### src/rtl/fetch_stage.sv
// fetch_stage: single-outstanding instruction fetch with one-entry skid buffer and redirect flush
module fetch_stage #(
  parameter logic [31:0] RESET_PC = 32'h0000_0000
) (
  input  logic        clk,
  input  logic        rst,
  output logic        imem_req_valid,
  output logic [31:0] imem_req_addr,
  input  logic        imem_req_ready,
  input  logic        imem_rsp_valid,
  input  logic [31:0] imem_rsp_data,
  input  logic        redirect_valid,
  input  logic [31:0] redirect_pc,
  input  logic        id_ready,
  output logic        id_valid,
  output logic [31:0] id_pc,
  output logic [31:0] id_instr,
  output logic [6:0]  id_opcode,
  output logic [2:0]  id_funct3,
  output logic [6:0]  id_funct7
);
  typedef enum logic [1:0] {S_FETCH, S_WAIT, S_DRAIN} state_e;
  state_e      state_q, state_d;
  logic [31:0] pc_q, pc_d, req_pc_q, req_pc_d;
  logic        id_valid_q, id_valid_d, skid_valid_q, skid_valid_d;
  logic [31:0] id_pc_q, id_pc_d, id_instr_q, id_instr_d;
  logic [31:0] skid_pc_q, skid_pc_d, skid_instr_q, skid_instr_d;
  logic        accept, capture, out_free, rsp_done;
  assign imem_req_valid = state_q == S_FETCH && !skid_valid_q && !redirect_valid;
  assign imem_req_addr  = pc_q;
  assign accept   = imem_req_valid && imem_req_ready;
  assign rsp_done = state_q != S_FETCH && imem_rsp_valid;
  assign capture  = state_q == S_WAIT && imem_rsp_valid && !redirect_valid;
  assign out_free = !id_valid_q || id_ready;
  assign id_valid  = id_valid_q;
  assign id_pc     = id_pc_q;
  assign id_instr  = id_instr_q;
  assign id_opcode = id_instr_q[6:0];
  assign id_funct3 = id_instr_q[14:12];
  assign id_funct7 = id_instr_q[31:25];
  // next state: redirect flushes everything; otherwise issue, capture and drain the skid
  always_comb begin
    state_d      = state_q;
    pc_d         = pc_q;
    req_pc_d     = req_pc_q;
    id_valid_d   = id_valid_q;
    id_pc_d      = id_pc_q;
    id_instr_d   = id_instr_q;
    skid_valid_d = skid_valid_q;
    skid_pc_d    = skid_pc_q;
    skid_instr_d = skid_instr_q;
    if (redirect_valid) begin
      pc_d         = {redirect_pc[31:2], 2'b00};
      id_valid_d   = 1'b0;
      skid_valid_d = 1'b0;
      state_d      = rsp_done ? S_FETCH : (state_q == S_WAIT ? S_DRAIN : state_q);
    end else begin
      if (accept) begin
        req_pc_d = pc_q;
        pc_d     = pc_q + 32'd4;
        state_d  = S_WAIT;
      end
      if (rsp_done) state_d = S_FETCH;
      if (capture && out_free) begin
        id_valid_d = 1'b1;
        id_pc_d    = req_pc_q;
        id_instr_d = imem_rsp_data;
      end else if (capture) begin
        skid_valid_d = 1'b1;
        skid_pc_d    = req_pc_q;
        skid_instr_d = imem_rsp_data;
      end else if (id_valid_q && id_ready) begin
        id_valid_d   = skid_valid_q;
        id_pc_d      = skid_valid_q ? skid_pc_q : id_pc_q;
        id_instr_d   = skid_valid_q ? skid_instr_q : id_instr_q;
        skid_valid_d = 1'b0;
      end
    end
  end
  // state registers with synchronous reset
  always_ff @(posedge clk) begin
    if (rst) begin
      state_q      <= S_FETCH;
      pc_q         <= RESET_PC;
      req_pc_q     <= '0;
      id_valid_q   <= 1'b0;
      id_pc_q      <= '0;
      id_instr_q   <= '0;
      skid_valid_q <= 1'b0;
      skid_pc_q    <= '0;
      skid_instr_q <= '0;
    end else begin
      state_q      <= state_d;
      pc_q         <= pc_d;
      req_pc_q     <= req_pc_d;
      id_valid_q   <= id_valid_d;
      id_pc_q      <= id_pc_d;
      id_instr_q   <= id_instr_d;
      skid_valid_q <= skid_valid_d;
      skid_pc_q    <= skid_pc_d;
      skid_instr_q <= skid_instr_d;
    end
  end
endmodule
### config.mk
export PLATFORM = sky130hd
export DESIGN_NAME = fetch_stage
export DESIGN_NICKNAME = d
export VERILOG_FILES = /design/src/rtl/fetch_stage.sv
export SDC_FILE = /design/constraint.sdc
export NUM_CORES = 1
export LEC_CHECK = 0
export BUFFER_PORTS_ARGS = -buffer_cell sky130_fd_sc_hd__buf_2
export CAP_MARGIN = 0
export CORE_ASPECT_RATIO = 1.4
export CORE_MARGIN = 4
export CORE_UTILIZATION = 35
export CTS_CLUSTER_SIZE = 25
export DETAILED_ROUTE_END_ITERATION = 10
export MAX_ROUTING_LAYER = met4
export PLACE_DENSITY = 0.56
export SLEW_MARGIN = 20
export SYNTH_ARGS = -nofsm -noshare
export SYNTH_HDL_FRONTEND = slang
export SYNTH_SLANG_ARGS = --single-unit
### constraint.sdc
create_clock -name clk -period 2.3 [get_ports clk]
set_input_delay 0.23 -clock clk [delete_from_list [all_inputs] [get_ports clk]]
set_output_delay 0.23 -clock clk [all_outputs]
set_load 0.02 [all_outputs]
## After elaboration in Yosys (flattened, before gate mapping)

Cells that the tools add are included.

- Output and inout port bits: 115
- Logic and storage cells: 62
- Input port bits: 70
- Flip-flop bits (word level): 196

- Reduce and logical (&&, ||, !) cells: 26
- Bitwise logic cells: 2
- Eq/ne operators: 3
- Add/sub/neg operators: 1
- Multiplexer cells: 20

Operators with widths:

| kind | count |
|---|---|
| 2-to-1 mux 32 bit | 10 |
| adder 32 x 3 -> 32 bit (second input constant) | 1 |
| 2-to-1 mux 2 bit | 5 |
| nonzero test 2 bit | 5 |
| logical AND 1 bit | 8 |
| AND reduction 2 bit | 4 |
| 2-to-1 mux 1 bit | 5 |
| AND reduction 4 bit | 1 |
| zero test 1 bit | 3 |
| != test 3 x 1 -> 1 bit (second input constant) | 1 |
| AND reduction 3 bit | 1 |
| nonzero test 3 bit | 1 |
| equality test 2 x 1 -> 1 bit (second input constant) | 1 |
| zero test 2 bit | 1 |
| != test 2 x 1 -> 1 bit (second input constant) | 1 |
| NOT 1 bit | 2 |
| OR reduction 2 bit | 1 |
| logical OR 1 bit | 1 |

## Depth between registers and ports, before layout

Gate-level depths: netlist of run 1.

- Depth after elaboration: 7
- Depth in mapped cells: 7
- Depth with buffers taken out: 5

## Worst setup path before layout of run 1

Ideal clock, no wire load.

- Path kind: flip-flop to flip-flop
- Start: register pc_q[12] (netlist: imem_req_addr[12])
- End: register pc_q[23] (netlist: imem_req_addr[23])
- Slack: 196 ps
- Library setup time: 91 ps
- Path buffers: 0
- Data required time: 2,209 ps
- Cell stages (with the launch flop): 5
- Data arrival time: 2,013 ps
- Cells stage by stage: dfxtp_1 nand4_4 or4_4 or4_1 a311oi_1

- Longest elaborated chain between the ends: 3

Ends and longest elaborated chain:

| what | line | source |
|---|---|---|
| start, declared | 24 | `logic [31:0] pc_q, pc_d, req_pc_q, req_pc_d;` |
| start signal, assigned | 94 | `pc_q <= pc_d;` |
| adder 32 x 3 -> 32 bit | 60 | `pc_d = pc_q + 32'd4;` |
| 2-to-1 mux 32 bit | 58 | `if (accept) begin` |
| 2-to-1 mux 32 bit | 52 | `if (redirect_valid) begin` |

Every way passes these cells. The select of a mux whose other input is x is not followed.
A chain may end at the register's enable or synchronous reset.

## Worst setup path after layout of run 1

- Start: register pc_q[16] (netlist: imem_req_addr[16])
- End: register pc_q[23] (netlist: imem_req_addr[23])

Same word-level chain as after synthesis.

==> results.py, run 1 <==
metrics = {
    "status": {
        "outcome": "finished, final reports clean",
    },
    "timing": {
        "clock.fmax_mhz": 464,
        "maxSlewViolCount": 0,
        "period_needed_ns": 2.15,
        "whs_ns": 0.0365,
        "finClkSkew_ns": 0.0103,
        "relSlewSlack_pct": 51.8,
        "finalCritPeriodShare_pct": 93.6,
        "rsz0062_at_grt": "false",
        "setup_tns_ns": 0,
        "hold_viol": 0,
        "worst_pin_slew_ns": 0.723,
        "finalSetupViolCount": 0,
    },
    "clocking": {
        "cts_setup_buffers": 0,
        "clock-sinks": 188,
        "clockBufferDepth": 2,
        "cts_resized": 0,
        "cts.hold.buffers_added": 0,
        "clk_latency_ns": 0.43,
        "cts_buffers": 17,
        "cts_max_level": 4,
        "cts.clk_slew.worst_paths_ns": 0.07,
        "cts_tree": "yes",
        "root_buffer": "clkbuf_16",
    },
    "global_routing": {
        "antenna_found_initial": 0,
        "overflow": 0,
        "grt_pass1_vias": 6717,
        "grt_max_degree": 65,
        "grt_pass1_wl_um": 35700,
        "track_usage_pct": 17.7,
    },
    "cells_and_area": {
        "nNetsFinal": 1188,
        "drive_gt1_share_pct": 23.1,
        "final_cell_area_sq_um": 9920,
        "regArea_sq_um": 3760,
        "fillers": 2303,
        "n_antenna_cell": 0,
        "area_growth_pct": 22.4,
        "multiInputGateArea_sq_um": 3880,
    },
    "die": {
        "start_util_pct": 35.7,
        "die_area_sq_um": 25700,
        "dieWidth_um": 137,
        "die_h_um": 188,
        "coreArea_sq_um": 22700,
        "rows": 65,
        "io_pins": 185,
    },
    "setup_path": {
        "critPathKind": "flop to flop",
        "r2r-end": "imem_req_addr[23]",
        "cp.required_ns": 2.63,
        "cp_max_fo": 6,
        "cp-start-kind": "flop",
        "rr_startpoint": "imem_req_addr[16]",
        "critPathCaptureType": "flop",
        "r2r_cells": 4,
        "r2r_setup_slack_ns": 0.15,
        "cp.arrival_ns": 2.49,
    },
    "drt": {
        "routed_via_density": 4.96,
        "drtIter0Drc": 352,
        "drt_first_pass_iters": 4,
        "routed_wl_um": 21800,
        "wl_per_cell_um": 15.2,
        "final_antenna_net_count": 0,
        "drc": 0,
        "vias": 7102,
    },
    "yosys": {
        "ys_warn_count": 0,
        "synthArstFlopShare_pct": 0,
        "synth_cell_types": 57,
        "synth_top_area_share_pct": 46.4,
        "netlist.top_cell.by_area": "dfxtp_1",
        "ys_ff_latch": 188,
        "synth_seq_area_share_pct": 46.4,
        "avgSynthCellArea_sq_um": 8.34,
        "synthTopCellsByArea": "dfxtp_1 (46%), nand2_1 (10%), mux2i_1 (7.8%)",
        "syn_area_sq_um": 8110,
        "synth_cells": 972,
        "synth_edf_count": 0,
        "ys.flop_type": "dfxtp_1",
    },
    "placed_design": {
        "place_congestion": 0.912,
        "io_buffers": 178,
        "dpl_cell_area_sq_um": 9330,
        "hpwlAfterDp_um": 15100,
    },
    "power_and_ir_drop": {
        "leakagePower_nw": 3.61,
        "ir_drop_v": 0.000521,
        "power_mw": 6.98,
        "power_density_nw_per_um2": 704,
    },
    "run": {
        "cap_violations": 0,
    },
    "min_path": {
        "hold_depth": 2,
        "hold_path.class": "primary input to flop",
        "min_from": "imem_rsp_valid",
        "whs_endpoint": "state_q[1]",
    },
}
==> Yosys cell counts, drive strengths merged (2+ instances only) <==
cell type  number
and4            5
a31oi           5
a311oi          5
nand4          14
o31a            3
o31ai           3
a21oi         100
clkinv          2
and2            2
mux2i          63
xnor2           3
nand2         216
o311a           2
buf            30
nor2           78
inv            13
xor2            5
a211oi         73
o211ai          8
nand3          14
nand2b          5
a2111oi         3
a221oi          2
or4             8
o311ai          2
dfxtp         188
nand3b          2
o21ai           7
nor3            8
or3             9
nor4           13
clkbuf         65
==> logic make-up after synthesis <==
group	count (synthesis)	synth area share, %
AND/OR/NAND/NOR	381	21.1
AO/OA/AOI/OAI	220	17.4
flip-flops	188	46.4
buffers and inverters	110	6.19
multiplexers	63	7.78
XOR/XNOR	8	0.864
adder cells (fa/ha/maj)	1	0.154
other	1	0.0463
==> registers in the layout (all words and copies together) (netlist names) <==
| register | cells |
|---|---|
| skid_pc_q | 30 |
| id_instr | 32 |
| id_valid | 1 |
| imem_req_addr | 30 |
| skid_instr_q | 32 |
| skid_valid_q | 1 |
| state_q | 2 |
| id_pc | 30 |
| req_pc_q | 30 |
==> power by group <==
part           switching (mW)  internal [mW]  total, mW
registers              0.0767           3.33       3.41
logic                   0.406          0.237      0.643
clock network            1.29           1.64       2.93
==> stage by stage <==
step                cells  setup slack, ns  utilization (%)
floorplan             975            0.196                -
CTS                  1431            0.146             43.7
finish               1431            0.146             43.7
global placement     1399            0.252             41.1
global route         1431           0.0179             43.7
detailed placement   1399            0.189             41.1
==> critical path, cell delays in order (launching register included) <==
cell and delay, ns:
dfxtp_1 0.46, nand4_2 0.20, or4_4 0.61, or4_1 0.52, a311oi_1 0.27
==> layout make-up <==
cell class	instances	share of cell area, %
inverters	15	0.568
clock buffers	20	4.50
multi-input cells	677	39.1
flip-flops and latches	188	37.9
clock inverters	12	1.40
repair buffers	218	12.7
well taps	301	3.80
==> worst max path at each step <==
stage                      startpoint  cells after the start           endpoint
CTS                 imem_req_addr[16]                      4  imem_req_addr[23]
finish              imem_req_addr[16]                      4  imem_req_addr[23]
floorplan           imem_req_addr[12]                      4  imem_req_addr[23]
detailed placement  imem_req_addr[16]                      4  imem_req_addr[23]
global route        imem_req_addr[16]                      4  imem_req_addr[23]
global placement    imem_req_addr[16]                      4  imem_req_addr[23]
==> routing by layer <==
layer	up-vias	GRT usage [%]	part of all wire [%]
met3	44	3.54	4.2
met1	3201	22.3	45
met2	174	27.5	47
met4	0	7.84	3.4
met5	-	-	0
li1	3683	-	-
==> layout by cell type (no fill, tap or decap), types with 4 or more instances in the layout <==
cell type and instances:
a211oi_1 73, a21oi_1 100, a311oi_1 5, a31oi_1 5
and4_1 4, buf_12 5, buf_2 177, buf_4 35
clkbuf_16 17, clkinvlp_4 4, conb_1 4, dfxtp_1 188
inv_1 12, mux2i_1 63, nand2_1 215, nand2b_1 5
nand3_1 13, nand4_1 12, nor2_1 77, nor3_1 8
nor4_1 12, o211ai_1 8, o21ai_0 7, or3_1 9
or4_1 7, xor2_1 5
Power figures use the tool's default switching activity.
==> run 2: changes to the inputs <==
==> constraint.sdc (replaced) <==
create_clock -name clk -period 2.3 [get_ports clk]
set_input_delay 0.115 -clock clk [delete_from_list [all_inputs] [get_ports clk]]
set_output_delay 0.115 -clock clk [all_outputs]
set_load 0.02 [all_outputs]
==> run 2 against run 1 <==
Global-route usage up 0.14 points. Sequential cell count is the same. Via count increased by 3.6%. Combinational power grew 11%. Hold slack lost 0.016 ns. Non-clock buffer count is 52 higher. Sequential share of layout area is 2.1 points lower. Largest cell class unchanged.
==> results.py, run 2 (synthesized netlist as in run 1, its figures left out) <==
metrics = {
    "clocking": {
        "cts.hold.buffers_added": 55,
        "root_buffer": "clkbuf_16",
        "cts_resized": 0,
        "clockBufferDepth": 2,
        "clk_latency_ns": 0.43,
        "clock-sinks": 188,
        "cts_tree": "yes",
        "cts_max_level": 4,
        "cts_buffers": 17,
        "cts.clk_slew.worst_paths_ns": 0.07,
        "cts_setup_buffers": 0,
    },
    "drt": {
        "routed_wl_um": 22400,
        "drt_first_pass_iters": 5,
        "vias": 7357,
        "drc": 0,
        "drtIter0Drc": 286,
        "final_antenna_net_count": 0,
        "routed_via_density": 4.96,
        "wl_per_cell_um": 15.1,
    },
    "timing": {
        "setup_ws_ns": 0.160,
        "setup_tns_ns": 0,
        "rsz0062_at_grt": "false",
        "period_needed_ns": 2.14,
        "worst_pin_slew_ns": 0.710,
        "finalSetupViolCount": 0,
        "maxSlewViolCount": 0,
        "finalCritPeriodShare_pct": 93.1,
        "finClkSkew_ns": 0.00883,
        "relSlewSlack_pct": 52.7,
        "hold_viol": 0,
        "clock.fmax_mhz": 467,
    },
    "power_and_ir_drop": {
        "leakagePower_nw": 3.86,
        "power_density_nw_per_um2": 706,
        "power_mw": 7.41,
        "ir_drop_v": 0.000494,
    },
    "cells_and_area": {
        "nNetsFinal": 1240,
        "drive_gt1_share_pct": 21.8,
        "final_common_cell": "nand2_1",
        "area_growth_pct": 29.6,
        "n_antenna_cell": 0,
        "final_cell_mix": "nand2_1 (215), dfxtp_1 (188), buf_2 (177)",
    },
    "setup_path": {
        "critical_path_depth": 4,
        "r2r_setup_slack_ns": 0.16,
        "r2r-end": "imem_req_addr[23]",
        "cp.arrival_ns": 2.48,
        "rr_startpoint": "imem_req_addr[16]",
        "slowest_stage": "or4_4",
        "r2r_cells": 4,
        "cp_cell_sequence": "nand4_2 > or4_4 > or4_1 > a311oi_1",
        "critPathCaptureType": "flop",
        "cp.required_ns": 2.64,
        "crit_buf_inv": 0,
        "crit_end": "imem_req_addr[23]",
        "cp-start-kind": "flop",
        "cp_max_fo": 6,
        "critPathKind": "flop to flop",
        "slowest_delay_ns": 0.61,
        "cp-startpoint": "imem_req_addr[16]",
        "cp_top_family": "simple AND/OR/NAND/NOR gates",
    },
    "die": {
        "die_area_sq_um": 25700,
        "rows": 65,
        "io_pins": 185,
        "coreArea_sq_um": 22700,
        "start_util_pct": 35.7,
        "dieWidth_um": 137,
        "die_h_um": 188,
    },
    "global_routing": {
        "overflow": 0,
        "track_usage_pct": 17.9,
        "grt_pass1_wl_um": 36000,
        "grt_pass1_vias": 6656,
        "antenna_found_initial": 0,
        "grt_max_degree": 125,
    },
    "placed_design": {
        "pre_cts_ws_ns": 0.189,
        "io_buffers": 178,
        "place_congestion": 0.886,
        "hpwlAfterDp_um": 14700,
    },
    "status": {
        "outcome": "finished, final reports clean",
    },
    "min_path": {
        "hold_path.class": "primary input to flop",
    },
    "run": {
        "cap_violations": 0,
    },
}
-- run 2: cell count changes in the layout (fill, tap and decap cells not counted), moves of 2 or more --
cell,change
dlygate4sd3_1,+55
bufinv_16,+3
buf_4,-2
clkinv_4,-2
clkinvlp_4,-2
inv_6,+2
-- run 2: how the worst min path moves through the flow --
| stage | start | endpoint | slack [ns] | depth (start not counted) |
|---|---|---|---|---|
| final | redirect_pc[9] | imem_req_addr[9] | 0.02 | 3 |
| after global routing | redirect_pc[9] | imem_req_addr[9] | 0.03 | 3 |
| after CTS | redirect_pc[27] | imem_req_addr[27] | 0.008 | 5 |
| after detailed placement | imem_rsp_valid | state_q[1] | 0.36 | 2 |
| after global placement | imem_rsp_valid | state_q[1] | 0.36 | 2 |
| after floorplan | imem_rsp_valid | state_q[1] | 0.19 | 1 |
-- run 2: worst min-delay path, cell delays in order --
cell and delay (ns):
buf_2 0.10, nor2_1 0.12, a211oi_1 0.07
-- run 2: per-layer routing --
| metal | vias to the layer above | global-route usage, % | part of all wire, % |
|---|---|---|---|
| met2 | 189 | 28.2 | 48 |
| met3 | 33 | 3.46 | 4.9 |
| met1 | 3348 | 22.6 | 44 |
| li1 | 3787 | - | - |
| met4 | 0 | 6.75 | 2.5 |
| met5 | - | - | 0 |
-- run 2: power breakdown --
group | switching (mW) | internal [mW]
sequential | 0.0786 | 3.33
combinational | 0.418 | 0.296
clock | 1.31 | 1.98
total | 1.80 | 5.61
-- run 2: layout make-up --
| class | instances | area (sq um) |
|---|---|---|
| flip-flops and latches | 188 | 3760 |
| well taps | 301 | 377 |
| clock buffers | 20 | 447 |
| multi-input cells | 677 | 3880 |
| fillers | 2290 | 12200 |
| repair buffers | 270 | 1780 |
| clock inverters | 12 | 209 |
| inverters | 15 | 56.3 |
-- run 2: through the flow --
step / util [%] / std cells / hold slack (ns) / cell area (sq um)
finish: 46.3 / 1483 / 0.0205 / 10500
floorplan: - / 975 / 0.194 / 8120
global route: 46.3 / 1483 / 0.0310 / 10500
detailed placement: 41.0 / 1396 / 0.362 / 9300
CTS: 46.3 / 1483 / 0.00837 / 10500
global placement: 41.0 / 1396 / 0.360 / 9300
